### src/rtl/scc_pkg.sv
// Shared core definitions: ALU op codes, condition codes, NZCV bit positions,
// multiplier state encoding and the branch condition evaluator.
package scc_pkg;

    typedef enum logic [2:0] {
        ALU_ADD = 3'd0,
        ALU_SUB = 3'd1,
        ALU_AND = 3'd2,
        ALU_ORR = 3'd3,
        ALU_EOR = 3'd4,
        ALU_LSL = 3'd5,
        ALU_LSR = 3'd6,
        ALU_MOV = 3'd7
    } alu_fn_e;

    typedef enum logic [3:0] {
        CC_AL = 4'd0,  CC_EQ = 4'd1,  CC_NE = 4'd2,  CC_CS = 4'd3,
        CC_CC = 4'd4,  CC_MI = 4'd5,  CC_PL = 4'd6,  CC_VS = 4'd7,
        CC_VC = 4'd8,  CC_HI = 4'd9,  CC_LS = 4'd10, CC_GE = 4'd11,
        CC_LT = 4'd12, CC_GT = 4'd13, CC_LE = 4'd14, CC_NV = 4'd15
    } cond_e;

    localparam int FLAG_N = 3;
    localparam int FLAG_Z = 2;
    localparam int FLAG_C = 1;
    localparam int FLAG_V = 0;

    typedef enum logic {
        ST_IDLE = 1'b0,
        ST_MUL  = 1'b1
    } mul_state_e;

    function automatic logic cond_pass(input logic [3:0] cc, input logic [3:0] nzcv);
        logic n, z, c, v, pass;
        n = nzcv[FLAG_N];
        z = nzcv[FLAG_Z];
        c = nzcv[FLAG_C];
        v = nzcv[FLAG_V];
        case (cc)
            CC_AL:   pass = 1'b1;
            CC_EQ:   pass = z;
            CC_NE:   pass = ~z;
            CC_CS:   pass = c;
            CC_CC:   pass = ~c;
            CC_MI:   pass = n;
            CC_PL:   pass = ~n;
            CC_VS:   pass = v;
            CC_VC:   pass = ~v;
            CC_HI:   pass = c & ~z;
            CC_LS:   pass = ~c | z;
            CC_GE:   pass = (n == v);
            CC_LT:   pass = (n != v);
            CC_GT:   pass = ~z & (n == v);
            CC_LE:   pass = z | (n != v);
            default: pass = 1'b0;
        endcase
        return pass;
    endfunction

endpackage

### src/rtl/iexecute_if.sv
// Decode-to-execute bus: decoded control fields and operands in, registered
// result, flags, fetch redirect and front-end stall out.
interface iexecute_if #(
    parameter int DATA_W = 32,
    parameter int IMM_W  = 16
);
    logic              clk_en;
    logic              in_valid;
    logic [2:0]        aluFunction;
    logic              setFlags;
    logic              dataRegisterImm;
    logic              branch;
    logic [3:0]        branchInstruction;
    logic              mulStart;
    logic [DATA_W-1:0] opA;
    logic [DATA_W-1:0] opB;
    logic [IMM_W-1:0]  imm;
    logic [DATA_W-1:0] pc;
    logic [DATA_W-1:0] result;
    logic              resultValid;
    logic [3:0]        flags;
    logic              exeOverride;
    logic [DATA_W-1:0] exeData;
    logic              stall;

    modport master (
        output clk_en, in_valid, aluFunction, setFlags, dataRegisterImm, branch,
               branchInstruction, mulStart, opA, opB, imm, pc,
        input  result, resultValid, flags, exeOverride, exeData, stall
    );

    modport slave (
        input  clk_en, in_valid, aluFunction, setFlags, dataRegisterImm, branch,
               branchInstruction, mulStart, opA, opB, imm, pc,
        output result, resultValid, flags, exeOverride, exeData, stall
    );
endinterface

### src/rtl/iexecute_multiply.sv
// Iterative shift-add multiplier: one partial product per cycle, W cycles per
// operation; done is high during the final step with the low W product bits.
module iMultiply
    import scc_pkg::*;
#(
    parameter int W = 32
) (
    input  logic         clk,
    input  logic         rst,
    input  logic         en,
    input  logic         start,
    input  logic [W-1:0] a,
    input  logic [W-1:0] b,
    output logic         busy,
    output logic         done,
    output logic [W-1:0] product
);
    localparam int CW = $clog2(W);

    mul_state_e    state_q;
    logic [W-1:0]  a_q, b_q, acc_q, acc_step;
    logic [CW-1:0] cnt_q;

    assign acc_step = acc_q + (b_q[0] ? a_q : '0);

    always_ff @(posedge clk or negedge rst) begin
        if (!rst) begin
            state_q <= ST_IDLE;
            a_q     <= '0;
            b_q     <= '0;
            acc_q   <= '0;
            cnt_q   <= '0;
        end else if (en) begin
            case (state_q)
                ST_IDLE: begin
                    if (start) begin
                        a_q     <= a;
                        b_q     <= b;
                        acc_q   <= '0;
                        cnt_q   <= '0;
                        state_q <= ST_MUL;
                    end
                end
                ST_MUL: begin
                    acc_q <= acc_step;
                    a_q   <= a_q << 1;
                    b_q   <= b_q >> 1;
                    cnt_q <= cnt_q + 1'b1;
                    if (cnt_q == CW'(W-1)) state_q <= ST_IDLE;
                end
            endcase
        end
    end

    assign busy    = (state_q == ST_MUL);
    assign done    = busy && (cnt_q == CW'(W-1));
    assign product = acc_step;
endmodule

### src/rtl/iexecute.sv
// Execute stage: ALU, NZCV flag register, branch resolution to fetch and,
// when EXE_MUL_EN is defined, an iterative multiplier that stalls the front end.
module iexecute
    import scc_pkg::*;
#(
    parameter int DATA_W = 32,
    parameter int IMM_W  = 16
) (
    input logic       clk,
    input logic       rst,
    iexecute_if.slave bus
);
    localparam int SH_W = $clog2(DATA_W);

    logic [DATA_W-1:0] op_b, alu_res, br_target;
    logic [DATA_W:0]   add_w, sub_w;
    logic              alu_arith, alu_c, alu_v;
    logic              busy, accept, do_alu, do_branch;

    logic [DATA_W-1:0] result_q, result_d, exe_data_q, exe_data_d;
    logic              result_valid_q, result_valid_d;
    logic              exe_override_q, exe_override_d;
    logic [3:0]        flags_q, flags_d;

    // Nothing new is taken while a multiply occupies the stage.
    assign accept    = bus.in_valid & ~busy;
    assign do_branch = accept & bus.branch;
    assign do_alu    = accept & ~bus.branch & ~bus.mulStart;

    assign op_b      = bus.dataRegisterImm ? DATA_W'(bus.imm) : bus.opB;
    assign add_w     = {1'b0, bus.opA} + {1'b0, op_b};
    assign sub_w     = {1'b0, bus.opA} + {1'b0, ~op_b} + {{DATA_W{1'b0}}, 1'b1};
    assign br_target = bus.pc + {{(DATA_W-IMM_W-2){bus.imm[IMM_W-1]}}, bus.imm, 2'b00};

`ifdef EXE_MUL_EN
    logic              mul_start, mul_done, mul_sf_q, mul_sf_d;
    logic [DATA_W-1:0] mul_prod;

    assign mul_start = accept & bus.mulStart & ~bus.branch;

    iMultiply #(.W(DATA_W)) u_mul (
        .clk     (clk),
        .rst     (rst),
        .en      (bus.clk_en),
        .start   (mul_start),
        .a       (bus.opA),
        .b       (op_b),
        .busy    (busy),
        .done    (mul_done),
        .product (mul_prod)
    );

    assign bus.stall = mul_start | busy;
`else
    assign busy      = 1'b0;
    assign bus.stall = 1'b0;
`endif

    always_comb begin
        alu_res   = '0;
        alu_arith = 1'b0;
        alu_c     = 1'b0;
        alu_v     = 1'b0;
        case (bus.aluFunction)
            ALU_ADD: begin
                alu_res   = add_w[DATA_W-1:0];
                alu_arith = 1'b1;
                alu_c     = add_w[DATA_W];
                alu_v     = (bus.opA[DATA_W-1] == op_b[DATA_W-1]) &&
                            (alu_res[DATA_W-1] != bus.opA[DATA_W-1]);
            end
            ALU_SUB: begin
                // Carry out of A + ~B + 1 is the "no borrow" flag.
                alu_res   = sub_w[DATA_W-1:0];
                alu_arith = 1'b1;
                alu_c     = sub_w[DATA_W];
                alu_v     = (bus.opA[DATA_W-1] != op_b[DATA_W-1]) &&
                            (alu_res[DATA_W-1] != bus.opA[DATA_W-1]);
            end
            ALU_AND: alu_res = bus.opA & op_b;
            ALU_ORR: alu_res = bus.opA | op_b;
            ALU_EOR: alu_res = bus.opA ^ op_b;
            ALU_LSL: alu_res = bus.opA << op_b[SH_W-1:0];
            ALU_LSR: alu_res = bus.opA >> op_b[SH_W-1:0];
            ALU_MOV: alu_res = op_b;
        endcase
    end

    always_comb begin
        result_d       = result_q;
        result_valid_d = 1'b0;
        exe_override_d = 1'b0;
        exe_data_d     = exe_data_q;
        flags_d        = flags_q;
`ifdef EXE_MUL_EN
        mul_sf_d       = mul_start ? bus.setFlags : mul_sf_q;
`endif
        if (do_alu) begin
            result_d       = alu_res;
            result_valid_d = 1'b1;
            if (bus.setFlags) begin
                flags_d[FLAG_N] = alu_res[DATA_W-1];
                flags_d[FLAG_Z] = (alu_res == '0);
                if (alu_arith) begin
                    flags_d[FLAG_C] = alu_c;
                    flags_d[FLAG_V] = alu_v;
                end
            end
        end else if (do_branch && cond_pass(bus.branchInstruction, flags_q)) begin
            exe_override_d = 1'b1;
            exe_data_d     = br_target;
        end
`ifdef EXE_MUL_EN
        if (mul_done) begin
            result_d       = mul_prod;
            result_valid_d = 1'b1;
            if (mul_sf_q) begin
                flags_d[FLAG_N] = mul_prod[DATA_W-1];
                flags_d[FLAG_Z] = (mul_prod == '0);
            end
        end
`endif
    end

    // clk_en low freezes everything, including the one-cycle pulses.
    always_ff @(posedge clk or negedge rst) begin
        if (!rst) begin
            result_q       <= '0;
            result_valid_q <= 1'b0;
            exe_override_q <= 1'b0;
            exe_data_q     <= '0;
            flags_q        <= '0;
`ifdef EXE_MUL_EN
            mul_sf_q       <= 1'b0;
`endif
        end else if (bus.clk_en) begin
            result_q       <= result_d;
            result_valid_q <= result_valid_d;
            exe_override_q <= exe_override_d;
            exe_data_q     <= exe_data_d;
            flags_q        <= flags_d;
`ifdef EXE_MUL_EN
            mul_sf_q       <= mul_sf_d;
`endif
        end
    end

    assign bus.result      = result_q;
    assign bus.resultValid = result_valid_q;
    assign bus.exeOverride = exe_override_q;
    assign bus.exeData     = exe_data_q;
    assign bus.flags       = flags_q;
endmodule

### src/flat_wrapper.sv
// flat-port wrapper written by rule: the top's interface ports become plain ports
module iexecute_flat import scc_pkg::*;
#(
    parameter int DATA_W = 32,
    parameter int IMM_W  = 16
)
  (clk, rst, bus_clk_en, bus_in_valid, bus_aluFunction, bus_setFlags, bus_dataRegisterImm, bus_branch, bus_branchInstruction, bus_mulStart, bus_opA, bus_opB, bus_imm, bus_pc, bus_result, bus_resultValid, bus_flags, bus_exeOverride, bus_exeData, bus_stall);
  iexecute_if #(.DATA_W(DATA_W), .IMM_W(IMM_W)) bus_i ();
  input logic clk;
  input logic rst;
  input wire logic [$bits(bus_i.clk_en)-1:0] bus_clk_en;
  input wire logic [$bits(bus_i.in_valid)-1:0] bus_in_valid;
  input wire logic [$bits(bus_i.aluFunction)-1:0] bus_aluFunction;
  input wire logic [$bits(bus_i.setFlags)-1:0] bus_setFlags;
  input wire logic [$bits(bus_i.dataRegisterImm)-1:0] bus_dataRegisterImm;
  input wire logic [$bits(bus_i.branch)-1:0] bus_branch;
  input wire logic [$bits(bus_i.branchInstruction)-1:0] bus_branchInstruction;
  input wire logic [$bits(bus_i.mulStart)-1:0] bus_mulStart;
  input wire logic [$bits(bus_i.opA)-1:0] bus_opA;
  input wire logic [$bits(bus_i.opB)-1:0] bus_opB;
  input wire logic [$bits(bus_i.imm)-1:0] bus_imm;
  input wire logic [$bits(bus_i.pc)-1:0] bus_pc;
  output wire logic [$bits(bus_i.result)-1:0] bus_result;
  output wire logic [$bits(bus_i.resultValid)-1:0] bus_resultValid;
  output wire logic [$bits(bus_i.flags)-1:0] bus_flags;
  output wire logic [$bits(bus_i.exeOverride)-1:0] bus_exeOverride;
  output wire logic [$bits(bus_i.exeData)-1:0] bus_exeData;
  output wire logic [$bits(bus_i.stall)-1:0] bus_stall;
  assign bus_i.clk_en = bus_clk_en;
  assign bus_i.in_valid = bus_in_valid;
  assign bus_i.aluFunction = bus_aluFunction;
  assign bus_i.setFlags = bus_setFlags;
  assign bus_i.dataRegisterImm = bus_dataRegisterImm;
  assign bus_i.branch = bus_branch;
  assign bus_i.branchInstruction = bus_branchInstruction;
  assign bus_i.mulStart = bus_mulStart;
  assign bus_i.opA = bus_opA;
  assign bus_i.opB = bus_opB;
  assign bus_i.imm = bus_imm;
  assign bus_i.pc = bus_pc;
  assign bus_result = bus_i.result;
  assign bus_resultValid = bus_i.resultValid;
  assign bus_flags = bus_i.flags;
  assign bus_exeOverride = bus_i.exeOverride;
  assign bus_exeData = bus_i.exeData;
  assign bus_stall = bus_i.stall;
  iexecute #(.DATA_W(DATA_W), .IMM_W(IMM_W)) u_core (.clk(clk), .rst(rst), .bus(bus_i));
endmodule
### config.mk
export PLATFORM = sky130hd
export DESIGN_NAME = iexecute_flat
export DESIGN_NICKNAME = d
export VERILOG_FILES = /design/src/rtl/scc_pkg.sv /design/src/rtl/iexecute_if.sv /design/src/rtl/iexecute_multiply.sv /design/src/rtl/iexecute.sv /design/src/flat_wrapper.sv
export SDC_FILE = /design/constraint.sdc
export NUM_CORES = 1
export LEC_CHECK = 0
export ABC_CLOCK_PERIOD_IN_PS = 2500
export CAP_MARGIN = 10
export CORE_ASPECT_RATIO = 0.6
export CORE_MARGIN = 4
export CORE_UTILIZATION = 52
export DETAILED_ROUTE_END_ITERATION = 16
export PLACE_DENSITY = 0.83
export SLEW_MARGIN = 5
export SYNTH_ARGS = -nofsm -noshare
export SYNTH_HDL_FRONTEND = slang
export SYNTH_SLANG_ARGS = --single-unit
### constraint.sdc
create_clock -name clk -period 2.5 [get_ports clk]
set_clock_uncertainty 0.1 [all_clocks]
set_input_delay 0.5 -clock clk [delete_from_list [all_inputs] [get_ports clk]]
set_output_delay 0.5 -clock clk [all_outputs]
set_load 0.05 [all_outputs]
==> flow_summary.ini, run 1 <==
[place]
dp_cells = 2971
dp_hpwl_um = 63900
gp_congestion = 1.24
port_buffers = 196
dp_worst_setup_slack_ns = -2.49
place_area_um2 = 21600

[floorplan]
fp-row-count = 46
fp.dieH_um = 136
pin_count = 198
die_w_um = 222
start_util = 0.534

[status]
status = stopped before the end
first-error = [ERROR GRT-0116] Global routing finished with congestion. Check the congestion regions in the DRC Viewer.
haltStage = 5_1_grt

[logic_synthesis]
syn_area_um2 = 14200
seq_area_frac_synth = 0.123
synth_common_cells = 218 x nand2_1, 150 x ha_1, 144 x nor2_1
yosys-top-cells-area = ha_1 13%, dfrtp_1 12%, mux2i_1 6.8%
yosys_warnings = 0
synth-main-ff-cell = dfrtp_1
synth_top_area_share = 0.132
syn_area_per_cell_um2 = 7.68
netlist.top_cell.by_area = ha_1
synthDistinctLibCells = 85
syn_nets = 2133
netlist_instances = 1853
synthArstFlopShare = 1.00
synth_seq_cells = 70
synth.most_common_cell = nand2_1
synth_edf_count = 0

[clock_network]
cts_buffers = 9
root_buffer = clkbuf_16
ctsHtreeMaxLevel = 3
clockBufferDepth = 2
cts.sinks = 70
postCtsHoldBufs = 0

[grt]
grtUsageTotal = 0.881
grt_max_degree = 63
grt_pass1_wl_um = 203000
grt_overflow = 1008
grt_pass1_vias = 29100
## through the flow
| step | hold slack [ns] | setup TNS (ns) |
|---|---|---|
| 4_1_cts | 0.184 | -39.58 |
| 3_5_place_dp | 0.370 | -93.81 |
| 3_3_place_gp | 0.363 | -82.61 |
| 2_1_floorplan | 0.104 | -46.02 |
## what timing repair did
item	4_1_cts
buffers inserted	89
setup endpoints to repair	61
pin swaps	133
gates resized for setup	462
## cells by family after synthesis
family	count (synthesis)	share of synthesized area
buf+inv	236	0.0691
fa+ha+maj	153	0.136
other cells	1	0.000264
compound gates	542	0.254
mux	190	0.184
simple gates	599	0.195
xor+xnor	62	0.0382
flops	70	0.123
## routing by layer
metal,GRT usage,overflow
met1,0.834,52
met3,0.760,63
met4,0.936,300
met2,1.04,578
met5,0.619,15
==> run 2: changes to the inputs <==
ABC_CLOCK_PERIOD_IN_PS = 3200   (was 2500)
CORE_ASPECT_RATIO = unset   (was 0.6)
CORE_UTILIZATION = 40   (was 52)
PLACE_DENSITY = unset   (was 0.83)
PLACE_DENSITY_LB_ADDON = 0.15   (was unset)
clock period = 3.2 ns   (was 2.5 ns; I/O delays follow)
==> run 2 against run 1 <==
Net effect: the flow now finishes, with violations (negative setup slack); synthesized cell count is the same; area after synthesis is the same.
==> flow_summary.ini, run 2 <==
[status]
status = complete, but fails checks
violations = negative setup slack

[logic_synthesis]
synth_fa_ha_area_frac = 0.136
seq_area_frac_synth = 0.123
synth.most_common_cell = nand2_1
yosys-top-cells-area = ha_1 13%, dfrtp_1 12%, mux2i_1 6.8%
synth_edf_count = 0
syn_area_per_cell_um2 = 7.68
synth_common_cells = 218 x nand2_1, 150 x ha_1, 144 x nor2_1
synth_xor_area_frac = 0.0382
synth_top_area_share = 0.132
synth-main-ff-cell = dfrtp_1
synth_top_family_by_area = compound AO/OA/AOI/OAI gates
synthDistinctLibCells = 85
yosys.area_share.simple = 0.195
syn_area_um2 = 14200
synthMuxAreaShare = 0.184
syn_nets = 2133
synth_compound_area_frac = 0.254
netlist_instances = 1853
netlist.top_cell.by_area = ha_1
yosys_warnings = 0
synth_seq_cells = 70
synthArstFlopShare = 1.00

[drt]
routed_wl_um = 74500
drt-initial-drc-count = 1698
drt-vias-per-instance = 5.94
first_pass_iters = 5
wl_per_cell_um = 23.7
drtAntennaViolNets = 0
drc_errors = 0
vias = 18700

[grt]
grt_overflow = 0
grt_pass1_wl_um = 109000
grt_max_degree = 71
grtUsageTotal = 0.364
grt_pass1_vias = 18200
antenna_found_initial = 3

[place]
port_buffers = 196
gp_congestion = 1.06
dp_hpwl_um = 60700

[timing]
relSlewSlack = 0.387
setup_viol = 31
rsz0062_at_grt = yes
fmax_ghz = 0.237
hold_viol_final = 0
setup_ws_ns = -1.01
maxSlewViolCount = 0
max_slew.worst_pin.slew_ns = 0.920
holdWs_ns = 0.314
period_share = 1.32
final.min_clock_period_ns = 4.21

[cells_and_area]
area_growth_pct = 69.1
n_fill_cell = 2930
final_common_cell = buf_4
layout_common_cells = 684 x buf_4, 215 x nand2_1, 159 x clkdlybuf4s50_1
multi_input_area_um2 = 13100
nNetsFinal = 2963
drive_above_1_share = 0.410
seq_area_um2 = 1750

[worst_setup_path]
arrival_ns = 4.40
cp_slowest_stage_delay_ns = 0.38
crit_path_top_delay_cell = fa_2
start_kind = primary input
critPathMostFrequentCell = buf_6
critPathCaptureType = register
r2r_slack_ns = 0.72
required_ns = 3.39
worst-path-max-fanout = 5
critPathBufInv = 4
path_cells = buf_12, mux2i_4, inv_4, buf_6, ha_4, fa_2, a211oi_4, o21ai_2, a311o_1, a21boi_2, buf_6, o211ai_1, a22o_1, mux2_4, a221oi_4, o2111a_1, nor3b_2, nand4_1, nand2_1
crit_family = compound AO/OA/AOI/OAI gates
worst-setup-path-type = primary input to register

[job]
cap_violations = 0

[pwr]
p_per_area_nw_per_um2 = 370
ir_worst_vdd_mv = 0.732
finalPower_mw = 8.90
leakagePower_nw = 11.2

[clock_network]
postCtsHoldBufs = 0
clkSlewWorstSetupHoldPaths_ns = 0.06
cts_buffers = 9
root_buffer = clkbuf_16
clkLatencyLatePin_ns = 0.34
cts_tree = yes
cts.sinks = 70
clockBufferDepth = 2
ctsHtreeMaxLevel = 3

[floorplan]
coreArea_um2 = 34800
fp-row-count = 68
start_util = 0.409
die_w_um = 197
pin_count = 198
die-area_um2 = 38700
fp.dieH_um = 197

[min_path]
hp-class = primary input to asynchronous set/reset pin
run 2: cell counts after synthesis:
No cell type changed its count.
run 2: path summary, 6_finish.rpt:
kind                                           to             startpoint  cells past startpoint
min in group clk            u_core.bus.result[28]  u_core.bus.result[28]                      2
min reg2reg                 u_core.bus.result[28]  u_core.bus.result[28]                      2
max                           u_core.bus.flags[2]    bus_dataRegisterImm                     19
max in group asynchronous   u_core.bus.result[21]                    rst                      1
max reg2reg                u_core.bus.exeData[31]    u_core.bus.flags[3]                     11
min                        u_core.bus.exeData[28]                    rst                      1
run 2: what timing repair did:
| item | in CTS | in global routing |
|---|---|---|
| buffers inserted | 32 | 19 |
| gates cloned | 0 | 0 |
| pin swaps | 81 | 113 |
| resized for setup | 240 | 157 |
| setup endpoints to repair | 53 | 48 |
run 2: logic make-up (layout without fill, tap and decap cells):
logic type	Yosys count	count (layout)
AND/OR/NAND/NOR	599	599
AO/OA/AOI/OAI	542	542
buffers and inverters	236	1071
multiplexers	190	190
adder cells (fa/ha/maj)	153	153
flip-flops	70	70
XOR/XNOR	62	62
other	1	2
run 2: layout make-up:
cell class / instances / area share
multi-input combinational: 1547 / 0.546
timing repair buffer: 933 / 0.324
sequential: 70 / 0.0728
tap: 455 / 0.0237
inverter: 122 / 0.0197
clock buffer: 10 / 0.00993
clock inverter: 6 / 0.00390
antenna: 1 / 0.000104
run 2: report_power, final:
part	total [mW]	switching, mW	internal, mW
Sequential	1.33	0.171	1.16
Clock	1.13	0.422	0.709
Combinational	6.44	3.58	2.86
run 2: routing by layer:
| metal | vias up | global-route usage | routed length (um) |
|---|---|---|---|
| met2 | 983 | 0.578 | 33000 |
| met3 | 179 | 0.0733 | 7050 |
| met4 | 4 | 0.121 | 2920 |
| li1 | 8519 | - | - |
| met5 | - | 0 | 24 |
| met1 | 8978 | 0.498 | 31500 |
run 2: per-stage QoR:
| stage | area (um^2) | setup TNS (ns) | utilization | setup WS (ns) | cells |
|---|---|---|---|---|---|
| 2_1_floorplan | 14500 | -23.45 | - | -1.43 | 1853 |
| 4_1_cts | 23300 | -15.44 | 0.670 | -1.04 | 3137 |
| 3_5_place_dp | 21900 | -54.68 | 0.629 | -1.86 | 3097 |
| 5_1_grt | 24100 | -18.98 | 0.691 | -1.13 | 3144 |
| 3_3_place_gp | 21900 | -51.16 | 0.629 | -1.75 | 3097 |
| 6_report | 24100 | -15.21 | 0.691 | -1.01 | 3144 |
Note: power is estimated with default switching activity, not from simulation.
==> run 3: changes to the inputs <==
REMOVE_ABC_BUFFERS = 1   (was unset)
==> run 3 against run 2 <==
Net effect: the flow still finishes with violations (negative setup slack); worst hold slack better by 0.0045 ns; first-iteration DRC count up 28%; count of clock-buffer cells in the layout up 1; core utilization up 1.8 points; critical path depth up 6; sequential power about the same; routed wire length up 8.6%; final cell count up 0.83%; maximum frequency down 5.7%; die area unchanged; flip-flop and latch count unchanged; critical path type unchanged.
==> flow_summary.ini, run 3 (same netlist as run 2, synthesis figures left out) <==
[status]
status = complete, but fails checks
violations = negative setup slack

[timing]
relSlewSlack = 0.401
maxSlewViolCount = 0
setup_viol = 39
holdWs_ns = 0.318
setup_ws_ns = -1.27
rsz0062_at_grt = yes
fmax_ghz = 0.224
hold_viol_final = 0
period_share = 1.40
final.min_clock_period_ns = 4.47
max_slew.worst_pin.slew_ns = 0.898
tns_ns = -22.62

[worst_setup_path]
r2r_slack_ns = 0.73
arrival_ns = 4.64
worst-setup-path-type = primary input to register
worst-path-max-fanout = 6
critPathMostFrequentCell = buf_6
critPathCaptureType = register
cp_slowest_stage_delay_ns = 0.36
crit_path_top_delay_cell = a211oi_4
start_kind = primary input
required_ns = 3.38

[grt]
use_met1 = 0.499
grt_pass1_wl_um = 117000
grt_pass1_vias = 19100
gr-usage-met3 = 0.112
antenna_found_initial = 1
grt-busiest-layer = met2
grtUsageTotal = 0.392
grt_overflow = 0
grt_max_degree = 71
grt_use_met2 = 0.611

[drt]
first_pass_iters = 6
drc_errors = 0
drt-initial-drc-count = 2167
drtAntennaViolNets = 0
routed_wl_um = 80900
vias = 19400
wl_per_cell_um = 25.5
drt-vias-per-instance = 6.11

[cells_and_area]
nNetsFinal = 2989
multi_input_area_um2 = 13300
seq_area_um2 = 1750
area_growth_pct = 73.3
layout_common_cells = 689 x buf_4, 213 x nand2_1, 163 x clkdlybuf4s50_1
n_fill_cell = 2732
drive_above_1_share = 0.420
layout.cells.non_filler = 3170
final_common_cell = buf_4

[pwr]
finalPower_mw = 9.12
leakagePower_nw = 11.4
ir_worst_vdd_mv = 0.661
p_per_area_nw_per_um2 = 370

[floorplan]
die-area_um2 = 38700
pin_count = 198
coreArea_um2 = 34800
die_w_um = 197
start_util = 0.409
fp-row-count = 68
fp.dieH_um = 197

[clock_network]
ctsHtreeMaxLevel = 3
root_buffer = clkbuf_16
cts_tree = yes
cts.sinks = 70
clkLatencyLatePin_ns = 0.34
clockBufferDepth = 2
cts_buffers = 9
clkSlewWorstSetupHoldPaths_ns = 0.06

[place]
dp_cells = 3055
dp_worst_setup_slack_ns = -2.33
port_buffers = 196
dp_hpwl_um = 60300
gp_congestion = 1.07

[min_path]
hp-class = primary input to asynchronous set/reset pin

[job]
cap_violations = 0
run 3: cell types whose count changed in the layout (fill, tap and decap cells not counted), sizes merged:
cell	before	now
clkdlybuf4s50	159	163
dlymetal6s2s	11	2
clkinvlp	1	2
dlygate4sd2	15	20
bufbuf	0	6
buf	745	765
clkbuf	11	14
bufinv	2	1
inv	122	121
clkdlybuf4s15	2	0
run 3: area by class of cell:
| cell class | count | share of cell area |
|---|---|---|
| clock inverters | 5 | 0.00238 |
| well taps | 455 | 0.0231 |
| multi-input cells | 1547 | 0.539 |
| repair buffers | 959 | 0.336 |
| flip-flops and latches | 70 | 0.0710 |
| inverters | 122 | 0.0192 |
| diodes | 1 | 0.000101 |
| clock buffers | 11 | 0.00984 |
run 3: per-layer routing:
layer,vias to the layer above,part of all wire
li1,8565,-
met1,9103,0.38
met2,1332,0.43
met3,372,0.12
met4,0,0.067
met5,-,0
run 3: timing repair:
action / in CTS / in global routing
hold buffers: 0 / 0
pin swaps: 108 / 85
gates cloned: 8 / 1
setup buffers: 65 / 40
hold endpoints to repair: 0 / 0
setup endpoints to repair: 56 / 47
gates resized for setup: 389 / 139
run 3: worst paths after layout:
check / startpoint / end / cells after the start
setup / recovery: bus_dataRegisterImm / u_core.bus.flags[2] / 25
max in group asynchronous: rst / u_core.bus.result[24] / 1
hold / removal: rst / u_core.bus.exeData[16] / 1
setup reg to reg: u_core.bus.flags[3] / u_core.bus.exeData[31] / 11
min in group clk: u_core.bus.result[7] / u_core.bus.result[7] / 2
hold reg to reg: u_core.bus.result[7] / u_core.bus.result[7] / 2
run 3: worst max-delay path: cells and delay by family:
kind / cells / cell delay (ns)
simple gates: 7 / 1.16
buf+inv: 11 / 1.55
mux: 1 / 0.21
compound gates: 5 / 0.87
fa+ha+maj: 1 / 0.18
run 3: power breakdown:
group          total [mW]  switching, mW  internal (mW)
clock network        1.01          0.390          0.624
registers            1.32          0.163           1.16
logic                6.79           3.78           3.00
total                9.12           4.33           4.79
run 3: per-stage QoR:
stage,cell area [um^2],utilization
after CTS,23800,0.683
after global routing,24700,0.709
after floorplan,13700,-
final,24700,0.709
after detailed placement,21300,0.612
after global placement,21300,0.612
